==> src/rtl/mem_stage_bus.sv <==
`default_nettype none
// ============================================================================
// Module   : mem_stage_bus
// Brief    : MEM pipeline stage. Performs data-memory loads/stores over a
//            req/ack bus with lane steering, load extension, misalignment
//            detection and bus timeout; non-memory ops pass straight through.
// Revision : 1.0  initial release
// ============================================================================
module mem_stage_bus #(
  parameter int ADDR_W     = 32,
  parameter int REG_ADDR_W = 5,
  parameter int TIMEOUT    = 255
) (
  input  logic                  clk,
  input  logic                  rst,
  input  logic                  valid_i,
  input  logic [REG_ADDR_W-1:0] wd_i,
  input  logic                  wreg_i,
  input  logic [31:0]           wdata_i,
  input  logic [3:0]            memop_i,
  input  logic [ADDR_W-1:0]     mem_addr_i,
  input  logic [31:0]           store_data_i,
  output logic                  bus_req_o,
  output logic                  bus_we_o,
  output logic [ADDR_W-1:0]     bus_addr_o,
  output logic [3:0]            bus_sel_o,
  output logic [31:0]           bus_wdata_o,
  input  logic                  bus_ack_i,
  input  logic [31:0]           bus_rdata_i,
  output logic [REG_ADDR_W-1:0] wd_o,
  output logic                  wreg_o,
  output logic [31:0]           wdata_o,
  output logic                  stallreq_o,
  output logic                  misalign_o,
  output logic                  bus_err_o
);

  localparam int c_CNT_W = (TIMEOUT > 0) ? $clog2(TIMEOUT + 1) : 1;
  localparam logic [c_CNT_W-1:0] c_CNT_LAST = (TIMEOUT > 0) ? c_CNT_W'(TIMEOUT - 1) : '0;

  localparam logic [3:0] c_OP_LB  = 4'd1;
  localparam logic [3:0] c_OP_LBU = 4'd2;
  localparam logic [3:0] c_OP_LH  = 4'd3;
  localparam logic [3:0] c_OP_LHU = 4'd4;
  localparam logic [3:0] c_OP_LW  = 4'd5;
  localparam logic [3:0] c_OP_SB  = 4'd6;
  localparam logic [3:0] c_OP_SH  = 4'd7;
  localparam logic [3:0] c_OP_SW  = 4'd8;

  localparam logic [1:0] c_SZ_BYTE = 2'd0;
  localparam logic [1:0] c_SZ_HALF = 2'd1;
  localparam logic [1:0] c_SZ_WORD = 2'd2;

  typedef enum logic [1:0] {
    ST_IDLE = 2'd0,
    ST_BUSY = 2'd1,
    ST_DONE = 2'd2
  } state_t;

  state_t              r_state;
  logic [c_CNT_W-1:0]  r_cnt;
  logic                r_err;
  logic                r_load;
  logic [3:0]          r_memop;
  logic [1:0]          r_off;
  logic [31:0]         r_rdata;
  logic                r_bus_req;
  logic                r_bus_we;
  logic [ADDR_W-1:0]   r_bus_addr;
  logic [3:0]          r_bus_sel;
  logic [31:0]         r_bus_wdata;

  logic        w_is_load;
  logic        w_is_store;
  logic        w_is_mem;
  logic [1:0]  w_size;
  logic        w_misaligned;
  logic        w_idle;
  logic        w_misalign;
  logic        w_start;
  logic [3:0]  w_sel;
  logic [31:0] w_lane_data;
  logic [7:0]  w_byte;
  logic [15:0] w_half;
  logic [31:0] w_load_fmt;

  always_comb begin
    w_is_load  = 1'b0;
    w_is_store = 1'b0;
    w_size     = c_SZ_WORD;
    case (memop_i)
      c_OP_LB, c_OP_LBU: begin w_is_load  = 1'b1; w_size = c_SZ_BYTE; end
      c_OP_LH, c_OP_LHU: begin w_is_load  = 1'b1; w_size = c_SZ_HALF; end
      c_OP_LW:           begin w_is_load  = 1'b1; w_size = c_SZ_WORD; end
      c_OP_SB:           begin w_is_store = 1'b1; w_size = c_SZ_BYTE; end
      c_OP_SH:           begin w_is_store = 1'b1; w_size = c_SZ_HALF; end
      c_OP_SW:           begin w_is_store = 1'b1; w_size = c_SZ_WORD; end
      default:           ;
    endcase
  end

  assign w_is_mem     = w_is_load | w_is_store;
  assign w_misaligned = ((w_size == c_SZ_HALF) & mem_addr_i[0]) |
                        ((w_size == c_SZ_WORD) & (|mem_addr_i[1:0]));
  assign w_idle       = (r_state == ST_IDLE);
  assign w_misalign   = w_idle & valid_i & w_is_mem & w_misaligned;
  assign w_start      = w_idle & valid_i & w_is_mem & ~w_misaligned;

  // Lane enables and store data replicated across all lanes.
  always_comb begin
    w_sel       = 4'b1111;
    w_lane_data = store_data_i;
    case (w_size)
      c_SZ_BYTE: begin
        w_sel       = 4'b0001 << mem_addr_i[1:0];
        w_lane_data = {4{store_data_i[7:0]}};
      end
      c_SZ_HALF: begin
        w_sel       = mem_addr_i[1] ? 4'b1100 : 4'b0011;
        w_lane_data = {2{store_data_i[15:0]}};
      end
      default: ;
    endcase
  end

  always_comb begin
    case (r_off)
      2'd0:    w_byte = bus_rdata_i[7:0];
      2'd1:    w_byte = bus_rdata_i[15:8];
      2'd2:    w_byte = bus_rdata_i[23:16];
      default: w_byte = bus_rdata_i[31:24];
    endcase
    w_half = r_off[1] ? bus_rdata_i[31:16] : bus_rdata_i[15:0];
    case (r_memop)
      c_OP_LB:  w_load_fmt = {{24{w_byte[7]}}, w_byte};
      c_OP_LBU: w_load_fmt = {24'd0, w_byte};
      c_OP_LH:  w_load_fmt = {{16{w_half[15]}}, w_half};
      c_OP_LHU: w_load_fmt = {16'd0, w_half};
      default:  w_load_fmt = bus_rdata_i;
    endcase
  end

  always_ff @(posedge clk) begin
    if (rst) begin
      r_state     <= ST_IDLE;
      r_cnt       <= '0;
      r_err       <= 1'b0;
      r_load      <= 1'b0;
      r_memop     <= '0;
      r_off       <= '0;
      r_rdata     <= '0;
      r_bus_req   <= 1'b0;
      r_bus_we    <= 1'b0;
      r_bus_addr  <= '0;
      r_bus_sel   <= '0;
      r_bus_wdata <= '0;
    end else begin
      case (r_state)
        ST_IDLE: begin
          if (w_start) begin
            r_state     <= ST_BUSY;
            r_cnt       <= '0;
            r_err       <= 1'b0;
            r_load      <= w_is_load;
            r_memop     <= memop_i;
            r_off       <= mem_addr_i[1:0];
            r_bus_req   <= 1'b1;
            r_bus_we    <= w_is_store;
            r_bus_addr  <= {mem_addr_i[ADDR_W-1:2], 2'b00};
            r_bus_sel   <= w_sel;
            r_bus_wdata <= w_is_store ? w_lane_data : 32'd0;
          end
        end
        ST_BUSY: begin
          // An ack in the final allowed cycle still wins over the timeout.
          if (bus_ack_i) begin
            r_state     <= ST_DONE;
            r_rdata     <= w_load_fmt;
            r_err       <= 1'b0;
            r_bus_req   <= 1'b0;
            r_bus_we    <= 1'b0;
            r_bus_addr  <= '0;
            r_bus_sel   <= '0;
            r_bus_wdata <= '0;
          end else if ((TIMEOUT != 0) && (r_cnt == c_CNT_LAST)) begin
            r_state     <= ST_DONE;
            r_err       <= 1'b1;
            r_bus_req   <= 1'b0;
            r_bus_we    <= 1'b0;
            r_bus_addr  <= '0;
            r_bus_sel   <= '0;
            r_bus_wdata <= '0;
          end else begin
            r_cnt <= r_cnt + 1'b1;
          end
        end
        ST_DONE: begin
          r_state <= ST_IDLE;
          r_err   <= 1'b0;
        end
        default: r_state <= ST_IDLE;
      endcase
    end
  end

  // Reset forces every output low, even before the first clock edge.
  always_comb begin
    wd_o        = '0;
    wreg_o      = 1'b0;
    wdata_o     = '0;
    stallreq_o  = 1'b0;
    misalign_o  = 1'b0;
    bus_err_o   = 1'b0;
    bus_req_o   = 1'b0;
    bus_we_o    = 1'b0;
    bus_addr_o  = '0;
    bus_sel_o   = '0;
    bus_wdata_o = '0;
    if (!rst) begin
      wd_o        = wd_i;
      wdata_o     = wdata_i;
      stallreq_o  = w_start | (r_state == ST_BUSY);
      misalign_o  = w_misalign;
      bus_err_o   = (r_state == ST_DONE) & r_err;
      bus_req_o   = r_bus_req;
      bus_we_o    = r_bus_we;
      bus_addr_o  = r_bus_addr;
      bus_sel_o   = r_bus_sel;
      bus_wdata_o = r_bus_wdata;
      case (r_state)
        ST_IDLE: wreg_o = valid_i & wreg_i & ~w_is_mem;
        ST_DONE: begin
          wreg_o = wreg_i & ~r_err;
          if (r_load) wdata_o = r_rdata;
        end
        default: wreg_o = 1'b0;
      endcase
    end
  end

endmodule
`default_nettype wire
==> config.mk <==
export PLATFORM = sky130hd
export DESIGN_NAME = mem_stage_bus
export DESIGN_NICKNAME = d
export VERILOG_FILES = /design/src/rtl/mem_stage_bus.sv
export SDC_FILE = /design/constraint.sdc
export NUM_CORES = 1
export LEC_CHECK = 0
export ABC_AREA = 1
export BUFFER_PORTS_ARGS = -buffer_cell sky130_fd_sc_hd__clkbuf_2
export CORE_MARGIN = 2
export CORE_UTILIZATION = 30
export DETAILED_ROUTE_END_ITERATION = 16
export SKIP_CTS_REPAIR_TIMING = 1
export SLEW_MARGIN = 20
export SYNTH_ARGS = -nofsm -noshare
export SYNTH_HDL_FRONTEND = slang
export SYNTH_SLANG_ARGS = --single-unit
==> constraint.sdc <==
create_clock -name clk -period 1.7 [get_ports clk]
set_clock_uncertainty 0.05 [all_clocks]
set_input_delay 0.17 -clock clk [delete_from_list [all_inputs] [get_ports clk]]
set_output_delay 0.17 -clock clk [all_outputs]
set_load 0.01 [all_outputs]
# Yosys cells after proc, flatten, opt, wreduce, memory -nomap -nowiden
# Index checks and enable logic that the tools add are counted.
[totals] register_bits=120 inputBits=142 word_cells=121
[classes] n_addsub=1 eq_ne=23 n_shift=1 n_mux=52 bitwise=16 n_reduce_logical=16
[ops] operator="$mux 32" count=10
[ops] operator="$pmux 32 s2" count=3
[ops] operator="$pmux 32 s4" count=1
[ops] operator="$mux 8" count=3
[ops] operator="$pmux 8 s3" count=1
[ops] operator="$eq 4x3->1 const B" count=5
[ops] operator="$mux 4" count=5
[ops] operator="$eq 4x2->1 const B" count=4
[ops] operator="$mux 16" count=1
[ops] operator="$pmux 4 s2" count=2
[ops] operator="$pmux 8 s2" count=1
[ops] operator="$mux 1" count=15
[ops] operator="$and 1x1->1" count=10
[ops] operator="$reduce_or 3->1" count=3
[ops] operator="$add 8x1->8 const B" count=1
[ops] operator="$eq 4x1->1 const B" count=2
[ops] operator="$eq 8x8->1 const B" count=1
[ops] operator="$pmux 2 s2" count=2
[ops] operator="$eq 2x1->1 const B" count=3
[ops] operator="$eq 2x2->1 const B" count=3
[ops] operator="$logic_not 2->1" count=3
[ops] operator="$mux 2" count=3
[ops] operator="$pmux 1 s2" count=3
[ops] operator="$reduce_and 2->1" count=3
[ops] operator="other kinds (15)" count=21

# Depth between registers and ports, before layout
# Gate-level depths: netlist (run 1).
[depth] word_depth=10 depth_mapped=13 ltp_nobuf=11

# Worst setup path before layout (run 1)
# No wires, ideal clock.
[synth_timing] path_type="reg2reg" start="register r_memop[3]" end="register r_rdata[10]" setup_ps=117 t_arrival_ps=1431 slack_ps=102 stages_incl_launch_ff=12 path_buffers=1 period_less_slack_ps=1598 path_cell_list="dfxtp_1 -> nor2_1 -> o21ai_0 -> a21oi_2 -> inv_1 -> nand2_1 -> inv_2 -> buf_2 -> nand2_1 -> nand2_1 -> nor2_1 -> nor2_1"
[synth_between] elab_chain_cells=2 word_cells_on_any_way=5 classes_between="eq/ne: 4; mux: 1"
[synth_lines] element="from (decl)" line="64" rtl="logic [3:0] r_memop;"
[synth_lines] element="from (signal assigned)" line="165" rtl="r_memop <= memop_i;"
[synth_lines] element="$eq 4x3->1 (tied with other cells)" line="134" rtl="case (r_memop)"
[synth_lines] element="$pmux 32 s4 *" line="134"
[synth_lines] element="to (signal assigned)" line="178" rtl="r_rdata <= w_load_fmt;"
[synth_lines] element="to (decl)" line="66" rtl="logic [31:0] r_rdata;"
# Mark *: on every way between the ends. The rest lies on a longest branch, timed or not.
# A chain may end at the register's enable or synchronous reset.

# Worst setup path after layout (run 1)
[layout_timing] start="register r_state[1]" end="output port wdata_o[11]"
[layout_between] elab_chain_cells=3
[layout_lines] element="from (decl)" line="60" rtl="state_t r_state;"
[layout_lines] element="from (signal assigned)" line="145" rtl="r_state <= ST_IDLE;"
[layout_lines] element="from (signal assigned)" line="161" rtl="r_state <= ST_BUSY;"
[layout_lines] element="from (signal assigned)" line="177" rtl="r_state <= ST_DONE;"
[layout_lines] element="$eq 2x2->1" line="230" rtl="case (r_state)"
[layout_lines] element="$mux 32" line="230"
[layout_lines] element="$mux 32" line="219" rtl="if (!rst) begin"
[layout_lines] element="to (decl)" line="32" rtl="output logic [31:0] wdata_o,"
# No other way between the ends.

==> impl_results.md, run 1 <==
- Run status: complete, but fails checks
- Violations in the final reports: negative hold slack, negative setup slack
- CP Class: reg -> out
- Crit path capture type: output pin
- Synthesized instance count: around 1100
- Number of buffers inserted by port buffering: 250
- DRC marker count from the first detailed-route iteration: between 400 and 500
- Post-Route Setup TNS: -5330 ps
- Power per Cell Area: ~790 mW/mm2
- Final period demand of the worst path: 1920 ps
- Register cell area after layout: between 0.002 and 0.0025 mm2
- Number of cells on the worst hold path: 3
- Residual overflow from global routing: 0
- Arrival time at the worst endpoint: between 1500 and 2000 ps
- Setup violators final: 35
- Max VDD drop: 0.000752 V
- Library cell used as clock root buffer: sky130_fd_sc_hd__clkbuf_16
- Pre-Repair DR Iteration Count: 5
- Worst slack, placed: 1.24 ps
- Core Footprint: 0.0217 mm2
- Leakage dissipation: 5.07 nW
- Setup repair after global routing missed its margin: yes
- Number of top-level design ports: 253
- Number of CTS-inserted buffers: 17
- Fraction of layout cells with a size suffix above 1: 0.317
- Buffers from clock root to sink, at most: 2
- Die Height: ~150 um
- Clock network latency to the later pin of the worst-skew pair: between 400 and 500 ps
- Launch point of the critical path: r_state[1]
- Yosys warning total: 0
- Biggest fanout along the worst timing path: 7
- Cell total after placement: 1609
- Average via count per standard cell: 4.60
- Highest-count cells in the layout ignoring fill and taps: 301 x sky130_fd_sc_hd__nand2_1, 223 x sky130_fd_sc_hd__clkbuf_2, 153 x sky130_fd_sc_hd__nor2_1, 135 x sky130_fd_sc_hd__inv_1, 114 x sky130_fd_sc_hd__dfxtp_1
- Number of enable flip-flop cells after synthesis: 0
- Number of distinct library cells after synthesis: 35
- Via count: slightly below 8000
- Non-filler cells, final: 1701
- Number of max-slew violations in the final report: 0
- Minimum setup slack in the final design: -224 ps
- Start of the worst register-to-register path: r_state[1]
- Internal reg-to-reg setup slack: 0 ps
- Number of storage elements in the synthesis netlist: roughly 120
- Proportion of synthesized flip-flops having asynchronous set or reset: 0
- Rows: 54
- Share of the yosys chip area belonging to registers: 0.359
- Hold path startpoint: bus_rdata_i[0]
- Leading register cell type out of synthesis: sky130_fd_sc_hd__dfxtp_1
- Final period util: 1.13
- Die X: around 150 um
- Worst reg2reg endpoint: r_bus_wdata[1]
- Power after layout: approximately 8 mW
- Syn Std Cell Area: 0.00659 mm2
- Filler instances: 2237
- Post-detailed-route DRC marker count: 0
- P&R area growth vs syn: 52.6%
- CP required: 1480 ps
- Number of antenna-violating nets in the routed design: 0
- Worst Hold End: r_rdata[0]
- Maximum clock frequency: just over 0.5 GHz
- Combined global-route utilization of all metal layers: 0.183
- HPWL Detailed: approximately 15 mm
- Area enclosed by the die boundary: ~0.023 mm2
- Class of the tightest hold or removal check: in -> reg
- Antenna Diode Count: 0
- Final #Nets: ~1600
- Total clock sinks: between 100 and 150
- Worst r2r path cells: 11
- Multi-input gate area in the final layout: 0.00364 mm2
- Number of antenna violations at the first check in global routing: 0
- Post-detailed-routing wire length: about 23 mm
- Post-synthesis average cell area: ~6.1 um2
- Number of H-tree levels: 4
- Count of final hold-check violations: 3
- Worst hold slack: -20.9 ps
- Maxcap violations: 0
- Commonest non-fill, non-tap cell in the layout: sky130_fd_sc_hd__nand2_1
- Per-cell routed wire length: around 14 um
- Starting utilization of the core area: 0.304
- Pin count of the biggest net entering global routing: 92
- Via count of the first global-routing pass: 6905
- Clock edge transition at the registers on the reported setup and hold paths: 60 ps
- Wire length of the first global-routing pass: between 30 and 40 mm
- RePlAce Congestion: 0.872
- Startpoint type of the worst setup path: flop
- Clock tree from TritonCTS: yes
-- sequential cells by signal (all words and copies together), names as in the netlist --
register and flops:
r_bus_wdata 32, r_rdata 32, r_bus_addr 30, r_cnt 8, r_bus_sel 4, r_memop 4, r_off 2, r_state 2
r_bus_req 1, r_bus_we 1, r_err 1, r_load 1
-- worst max path at each step --
stage                     depth (start not counted)  slack, ps     endpoint
final                                             8       -220  wdata_o[11]
after global routing                              8       -280  wdata_o[11]
after CTS                                         8       -410  wdata_o[11]
after detailed placement                         12          1    r_bus_req
after global placement                           12         50    r_bus_req
after floorplan                                  11        100  r_rdata[10]
-- synthesized netlist by cell type, types with 8 or more instances --
cell,instances,area [um2]
sky130_fd_sc_hd__nand2_1,312,1170
sky130_fd_sc_hd__nor2_1,156,586
sky130_fd_sc_hd__inv_1,137,514
sky130_fd_sc_hd__dfxtp_1,118,2360
sky130_fd_sc_hd__o21ai_0,95,475
sky130_fd_sc_hd__nand3_1,62,310
sky130_fd_sc_hd__a21oi_1,49,245
sky130_fd_sc_hd__clkbuf_1,30,113
sky130_fd_sc_hd__buf_2,22,110
sky130_fd_sc_hd__nand4_1,12,75.1
sky130_fd_sc_hd__o22ai_1,9,56.3
sky130_fd_sc_hd__or2_2,9,56.3
sky130_fd_sc_hd__nor2_2,8,50.1
-- final cells by class --
type                            count  share of cell area
Multi-Input combinational cell    763               0.362
Timing Repair Buffer              364               0.253
Sequential cell                   118               0.236
Inverter                          144              0.0540
Clock buffer                       18              0.0437
Tap cell                          280              0.0349
Clock inverter                     14              0.0161
-- cell families after synthesis --
family                   Yosys count  share of synthesized area
AO/OA/AOI/OAI                    176                      0.142
XOR/XNOR                           3                    0.00399
adder cells (fa/ha/maj)            2                    0.00380
buffers and inverters            205                      0.126
flip-flops                       118                      0.359
other                              1                   0.000569
AND/OR/NAND/NOR                  580                      0.365
-- layer usage --
metal  vias to the layer above  track usage  part of all wire
met1                      3458        0.234              0.43
met5                         -            0                 0
met3                        29       0.0594             0.084
met2                       290        0.292              0.47
met4                         0       0.0596             0.020
li1                       4041            -                 -
-- power by group --
| group | internal [mW] | leakage [nW] | switching [mW] | total [mW] |
|---|---|---|---|---|
| logic | 0.596 | 3.81 | 0.790 | 1.39 |
| registers | 2.84 | 0.957 | 0.0411 | 2.89 |
| clock network | 2.24 | 0.297 | 1.47 | 3.71 |
-- through the flow --
stage | area, um2 | util
6_report | 10100 | 0.463
5_1_grt | 10100 | 0.463
3_5_place_dp | 8430 | 0.389
3_3_place_gp | 8430 | 0.389
4_1_cts | 9030 | 0.416
2_1_floorplan | 6590 | -
-- critical path: stages, from the launching register on --
cell	delay (ps)
sky130_fd_sc_hd__dfxtp_4	350
sky130_fd_sc_hd__inv_2	50
sky130_fd_sc_hd__nor2_4	130
sky130_fd_sc_hd__nand2_4	140
sky130_fd_sc_hd__buf_12	190
sky130_fd_sc_hd__clkbuf_16	150
sky130_fd_sc_hd__o21ai_2	100
sky130_fd_sc_hd__a21oi_1	50
sky130_fd_sc_hd__buf_2	130
Note: power is estimated with default switching activity, not from simulation.
==> run 2: changes to the inputs <==
--- a/config.mk
+++ b/config.mk
@@ -11,6 +11,7 @@
 export CORE_UTILIZATION = 30
 export DETAILED_ROUTE_END_ITERATION = 16
 export SKIP_CTS_REPAIR_TIMING = 1
+export SKIP_LAST_GASP = 1
 export SLEW_MARGIN = 20
 export SYNTH_ARGS = -nofsm -noshare
 export SYNTH_HDL_FRONTEND = slang
==> constraint.sdc (replaced) <==
create_clock -name clk -period 1.91 [get_ports clk]
set_clock_uncertainty 0.05 [all_clocks]
set_input_delay 0.191 -clock clk [delete_from_list [all_inputs] [get_ports clk]]
set_output_delay 0.191 -clock clk [all_outputs]
set_load 0.01 [all_outputs]
==> run 2 against run 1 <==
  * The flow finishes with violations (negative hold slack)
  * Worst setup slack better by 230 ps
  * Design area down 5.3%
  * Largest power group unchanged
  * Combinational power down 21%
  * Critical path type unchanged
  * Critical path depth down 1
  * Clock power down 9.2%
==> impl_results.md, run 2 (synthesis gave the netlist of run 1 again) <==
- Number of max-slew violations in the final report: 0
- Highest-count cells in the layout ignoring fill and taps: 311 x sky130_fd_sc_hd__nand2_1, 242 x sky130_fd_sc_hd__clkbuf_2, 154 x sky130_fd_sc_hd__nor2_1, 136 x sky130_fd_sc_hd__inv_1, 116 x sky130_fd_sc_hd__dfxtp_1
- Switch Pwr: 1.99 mW
- Class of the tightest hold or removal check: in -> reg
- RePlAce Congestion: between 0.8 and 0.9
- Pin count of the biggest net entering global routing: 73
- Post-detailed-route DRC marker count: 0
- Combined global-route utilization of all metal layers: 0.180
- Register cell area after layout: approximately 0.0024 mm2
- Filler instances: 2319
- Via count of the first global-routing pass: a little under 7000
- Residual overflow from global routing: 0
- Per-cell routed wire length: 13.5 um
- Maximum clock frequency: ~0.52 GHz
- Max VDD drop: 0.000539 V
- Worst hold slack: -5.23 ps
- Power per Cell Area: about 740 mW/mm2
- Biggest fanout along the worst timing path: 8
- Crit path capture type: output pin
- Wire length of the first global-routing pass: approximately 34 mm
- Internal reg-to-reg setup slack: 160 ps
- Actual transition at the worst max-transition pin: 667 ps
- Average via count per standard cell: approximately 4.6
- Worst Hold End: r_rdata[6]
- Fraction of layout cells with a size suffix above 1: 0.284
- Number of antenna violations at the first check in global routing: 1
- DRC marker count from the first detailed-route iteration: between 300 and 400
- Final #Nets: around 1500
- CP required: around 1700 ps
- Post-Route Setup TNS: 0 ps
- Core Footprint: ~0.022 mm2
- Maxcap violations: 0
- Total clock sinks: approximately 120
- Antenna Diode Count: 0
- Pre-Repair DR Iteration Count: 4
- Hold path startpoint: bus_rdata_i[6]
- Switching share of power: 0.282
- Worst r2r path cells: 8
- Final period demand of the worst path: 1910 ps
- P&R area growth vs syn: 44.6%
- Commonest non-fill, non-tap cell in the layout: sky130_fd_sc_hd__nand2_1
- Number of top-level design ports: 253
- Library cell used as clock root buffer: sky130_fd_sc_hd__clkbuf_16
- Multi-input gate area in the final layout: between 0.003 and 0.004 mm2
- DP Area: ~0.008 mm2
- Worst reg2reg endpoint: r_bus_addr[27]
- Start of the worst register-to-register path: r_cnt[0]
- Via count: roughly 7700
- Portion of total power attributed to combinational logic: 0.156
- Die X: approximately 150 um
- Largest registers: r_bus_wdata (32), r_rdata (32), r_bus_addr (30)
- Starting utilization of the core area: 0.304
- Number of H-tree levels: 4
- Post-detailed-routing wire length: ~23 mm
- Sequential fraction of design power: 0.365
- Int Power: around 5.1 mW
- Final period util: 0.999
- Area enclosed by the die boundary: 0.0232 mm2
- Number of antenna-violating nets in the routed design: 0
- Die Height: between 150 and 200 um
- Rows: 54
- Run status: complete, but fails checks
- Leakage dissipation: 4.80 nW
- CP Class: reg -> out
- Setup violators final: 0
- Arrival time at the worst endpoint: about 1700 ps
- Violations in the final reports: negative hold slack
- HPWL Detailed: roughly 15 mm
- Count of final hold-check violations: 3
- Number of cells on the worst hold path: 3
- Buffers from clock root to sink, at most: 2
- Setup repair after global routing missed its margin: yes
- Startpoint type of the worst setup path: flop
- Clock network latency to the later pin of the worst-skew pair: around 410 ps
- Share of total power in the clock network: 0.479
- Post-route cell area: 0.00952 mm2
- Clock tree from TritonCTS: yes
- Number of CTS-inserted buffers: 17
- Clock edge transition at the registers on the reported setup and hold paths: ~60 ps
- Number of buffers inserted by port buffering: between 200 and 300
- Worst slew margin relative to its limit: 0.555
## run 2: metrics by stage
stage	utilization	setup slack [ps]	cells	hold slack (ps)	power (mW)
after CTS	0.408	-180	1619	-110	7.03
after global routing	0.439	-77.1	1665	-0.368	7.39
after detailed placement	0.379	83.8	1587	338	3.63
after floorplan	-	312	1086	251	3.20
after global placement	0.379	185	1587	335	3.62
final	0.439	1.97	1665	-5.23	7.05
## run 2: final cells by class
type,instances,area share
flip-flops and latches,118,0.249
clock inverters,15,0.0201
inverters,144,0.0570
well taps,280,0.0368
clock buffers,17,0.0447
multi-input cells,763,0.376
repair buffers,328,0.216
## run 2: routing by layer
layer / up-vias / GRT usage / wire length [um]
met3: 26 / 0.0654 / 2000
met1: 3365 / 0.225 / 9700
met5: - / 0 / 0
li1: 3970 / - / -
met2: 289 / 0.294 / 10500
met4: 0 / 0.0449 / 317
## run 2: critical path: stages, from the launching register on
cell and delay, ps:
sky130_fd_sc_hd__dfxtp_4 380, sky130_fd_sc_hd__inv_4 40, sky130_fd_sc_hd__nor2_4 160, sky130_fd_sc_hd__nand2_8 120, sky130_fd_sc_hd__clkbuf_16 220, sky130_fd_sc_hd__o21ai_4 140
sky130_fd_sc_hd__a21oi_1 50, sky130_fd_sc_hd__clkbuf_2 120
## run 2: worst max-delay path by stage
stage	start	to	slack (ps)	cells past startpoint
after global placement	memop_i[1]	r_bus_addr[13]	180	12
after CTS	r_state[1]	wdata_o[31]	-180	7
after floorplan	r_memop[3]	r_rdata[10]	310	11
final	r_state[1]	wdata_o[7]	2	7
after global routing	r_state[1]	wdata_o[7]	-80	7
after detailed placement	memop_i[1]	r_bus_addr[23]	80	12
## run 2: power by group through the flow
| stage | Sequential, mW | Combinational [mW] | Clock [mW] |
|---|---|---|---|
| 6_report | 2.58 | 1.10 | 3.37 |
| 4_1_cts | 2.57 | 1.01 | 3.45 |
| 3_3_place_gp | 2.62 | 1.00 | 0 |
| 2_1_floorplan | 2.61 | 0.588 | 0 |
| 3_5_place_dp | 2.62 | 1.01 | 0 |
| 5_1_grt | 2.58 | 1.23 | 3.58 |
==> run 3: changes to the inputs <==
--- a/config.mk
+++ b/config.mk
@@ -10,6 +10,7 @@
 export CORE_MARGIN = 2
 export CORE_UTILIZATION = 30
 export DETAILED_ROUTE_END_ITERATION = 16
+export REMOVE_ABC_BUFFERS = 1
 export SKIP_CTS_REPAIR_TIMING = 1
 export SKIP_LAST_GASP = 1
 export SLEW_MARGIN = 20
==> run 3 against run 2 <==
  * The run ends with negative setup slack left
  * Power fell by 1.5%
  * Fmax shrank 2.5%
  * Die area unchanged
  * Non-clock buffer count fell by 2
  * Combinational power hardly changed
  * Sequential share of layout area about the same
  * Worst hold slack gained 7.7 ps
  * Register-to-register slack about the same
  * Global-route usage rose by 0.20 points
  * Worst setup slack lost 49 ps
  * Design area is essentially flat
  * Critical endpoint is now wdata_o[18]
  * Critical path type unchanged
  * Highest routed layer unchanged
==> impl_results.md, run 3 (synthesis gave the netlist of run 1 again) <==
- Filler instances: between 2000 and 2500
- Internal reg-to-reg setup slack: roughly 150 ps
- Multi-input gate area in the final layout: 0.00357 mm2
- Maximum clock frequency: about 0.51 GHz
- Starting utilization of the core area: 0.304
- Hold path startpoint: store_data_i[1]
- Total clock sinks: ~120
- Worst r2r path cells: 10
- Minimum setup slack in the final design: -47.1 ps
- DRC marker count from the first detailed-route iteration: about 330
- Largest registers: r_bus_wdata (32), r_rdata (32), r_bus_addr (30)
- Max VDD drop: 0.000549 V
- Int Power: between 4 and 5 mW
- DP Area: slightly above 0.008 mm2
- Violations in the final reports: negative setup slack
- Die Height: approximately 150 um
- Uppermost routed layer: met4
- HPWL Detailed: roughly 15 mm
- Wire length of the first global-routing pass: between 30 and 40 mm
- Share of total power in the clock network: 0.468
- Crit path capture type: output pin
- Area enclosed by the die boundary: approximately 0.023 mm2
- Clock network latency to the later pin of the worst-skew pair: slightly above 400 ps
- Number of CTS-inserted buffers: 17
- CP Class: reg -> out
- Clock tree from TritonCTS: yes
- Actual transition at the worst max-transition pin: roughly 760 ps
- Setup violators final: 15
- Maxcap violations: 0
- Number of antenna violations at the first check in global routing: 0
- Residual overflow from global routing: 0
- Switching share of power: 0.289
- Core Footprint: between 0.02 and 0.025 mm2
- Sequential fraction of design power: 0.371
- Run status: complete, but fails checks
- Worst reg2reg endpoint: r_rdata[7]
- Highest-count cells in the layout ignoring fill and taps: 310 x sky130_fd_sc_hd__nand2_1, 237 x sky130_fd_sc_hd__clkbuf_2, 154 x sky130_fd_sc_hd__nor2_1, 136 x sky130_fd_sc_hd__inv_1, 116 x sky130_fd_sc_hd__dfxtp_1
- Number of top-level design ports: roughly 250
- Number of max-slew violations in the final report: 0
- Power per Cell Area: between 700 and 800 mW/mm2
- Post-Route Setup TNS: -441 ps
- Switch Pwr: between 2 and 2.5 mW
- Pre-Repair DR Iteration Count: 5
- Count of final hold-check violations: 0
- Final period demand of the worst path: 1960 ps
- Buffers from clock root to sink, at most: 2
- Number of cells on the worst hold path: 3
- Final #Nets: about 1500
- Worst slew margin relative to its limit: 0.490
- Number of buffers inserted by port buffering: 250
- Class of the tightest hold or removal check: in -> reg
- Routed length on met2: a little over 10 mm
- CP required: around 1700 ps
- Commonest non-fill, non-tap cell in the layout: sky130_fd_sc_hd__nand2_1
- Fraction of layout cells with a size suffix above 1: 0.284
- Biggest fanout along the worst timing path: 7
- Library cell used as clock root buffer: sky130_fd_sc_hd__clkbuf_16
- Post-detailed-routing wire length: between 20 and 25 mm
- Leakage dissipation: a little under 5 nW
- Antenna Diode Count: 0
- Final period util: 1.02
- Post-route cell area: approximately 0.0095 mm2
- Via count of the first global-routing pass: 6862
- Clock edge transition at the registers on the reported setup and hold paths: approximately 70 ps
- Routed length on met3: between 1.5 and 2 mm
- Start of the worst register-to-register path: r_memop[3]
- Die X: ~150 um
- P&R area growth vs syn: 44.5%
- Met1 WL: roughly 10 mm
- Register cell area after layout: roughly 0.0024 mm2
- Startpoint type of the worst setup path: flop
- Via count: around 7600
- Number of antenna-violating nets in the routed design: 0
- Arrival time at the worst endpoint: 1720 ps
- Per-cell routed wire length: 13.5 um
- Pin count of the biggest net entering global routing: 73
- Setup repair after global routing missed its margin: yes
- Number of H-tree levels: 4
- Portion of total power attributed to combinational logic: 0.161
- Average via count per standard cell: 4.58
- RePlAce Congestion: approximately 0.85
- Post-detailed-route DRC marker count: 0
- Rows: 54
- Combined global-route utilization of all metal layers: 0.182
- Worst Hold End: r_bus_wdata[1]
-- run 3: cell types whose count changed in the layout (fill, tap and decap cells not counted), moves of 3 or more --
cell	delta
sky130_fd_sc_hd__buf_2	+6
sky130_fd_sc_hd__clkbuf_2	-5
sky130_fd_sc_hd__a21oi_1	-4
sky130_fd_sc_hd__buf_4	-4
sky130_fd_sc_hd__o21ai_0	+4
sky130_fd_sc_hd__o21ai_4	-4
sky130_fd_sc_hd__a21oi_2	+3
sky130_fd_sc_hd__buf_6	-3
sky130_fd_sc_hd__clkinv_4	-3
-- run 3: per-layer routing --
layer,vias to the layer above,global-route usage
met5,-,0
met4,0,0.0610
met3,30,0.0603
met2,274,0.289
met1,3366,0.232
li1,3948,-
-- run 3: layout make-up --
| class | count | area share |
|---|---|---|
| Inverter | 144 | 0.0573 |
| Multi-Input combinational cell | 763 | 0.375 |
| Clock inverter | 14 | 0.0172 |
| Timing Repair Buffer | 326 | 0.220 |
| Sequential cell | 118 | 0.249 |
| Tap cell | 280 | 0.0368 |
| Clock buffer | 17 | 0.0447 |
-- run 3: per-stage QoR --
stage               std cells  hold WS (ps)  worst slack (ps)  power [mW]   util
floorplan                1025           210              -382        3.12      -
global placement         1588           335             -70.7        3.63  0.379
detailed placement       1588           338              51.9        3.64  0.380
CTS                      1619          -101              -218        6.92  0.407
global route             1662        -0.111              -128        7.27  0.439
finish                   1662          2.44             -47.1        6.94  0.439
-- run 3: worst max-delay path, cell delays in order (launching register included) --
cell and delay [ps]:
sky130_fd_sc_hd__dfxtp_4 390, sky130_fd_sc_hd__inv_4 50, sky130_fd_sc_hd__nor2_4 130, sky130_fd_sc_hd__nand2_4 120, sky130_fd_sc_hd__buf_12 180, sky130_fd_sc_hd__buf_12 140, sky130_fd_sc_hd__o21ai_2 120, sky130_fd_sc_hd__a21oi_1 40
sky130_fd_sc_hd__buf_2 130
-- run 3: power groups by stage --
stage                     Clock, mW  Combinational [mW]  Sequential, mW
after detailed placement          0                1.02            2.62
final                          3.25                1.12            2.57
after floorplan                   0               0.505            2.62
after global placement            0                1.01            2.62
after CTS                      3.34                1.02            2.57
after global routing           3.44                1.24            2.58
-- run 3: worst max path at each step --
| stage | to | cells past startpoint | from |
|---|---|---|---|
| floorplan | r_rdata[31] | 7 | r_state[0] |
| global placement | r_bus_wdata[13] | 6 | memop_i[1] |
| detailed placement | r_cnt[4] | 12 | memop_i[1] |
| CTS | stallreq_o | 7 | r_state[0] |
| global route | wdata_o[11] | 7 | r_state[1] |
| finish | wdata_o[18] | 8 | r_state[1] |
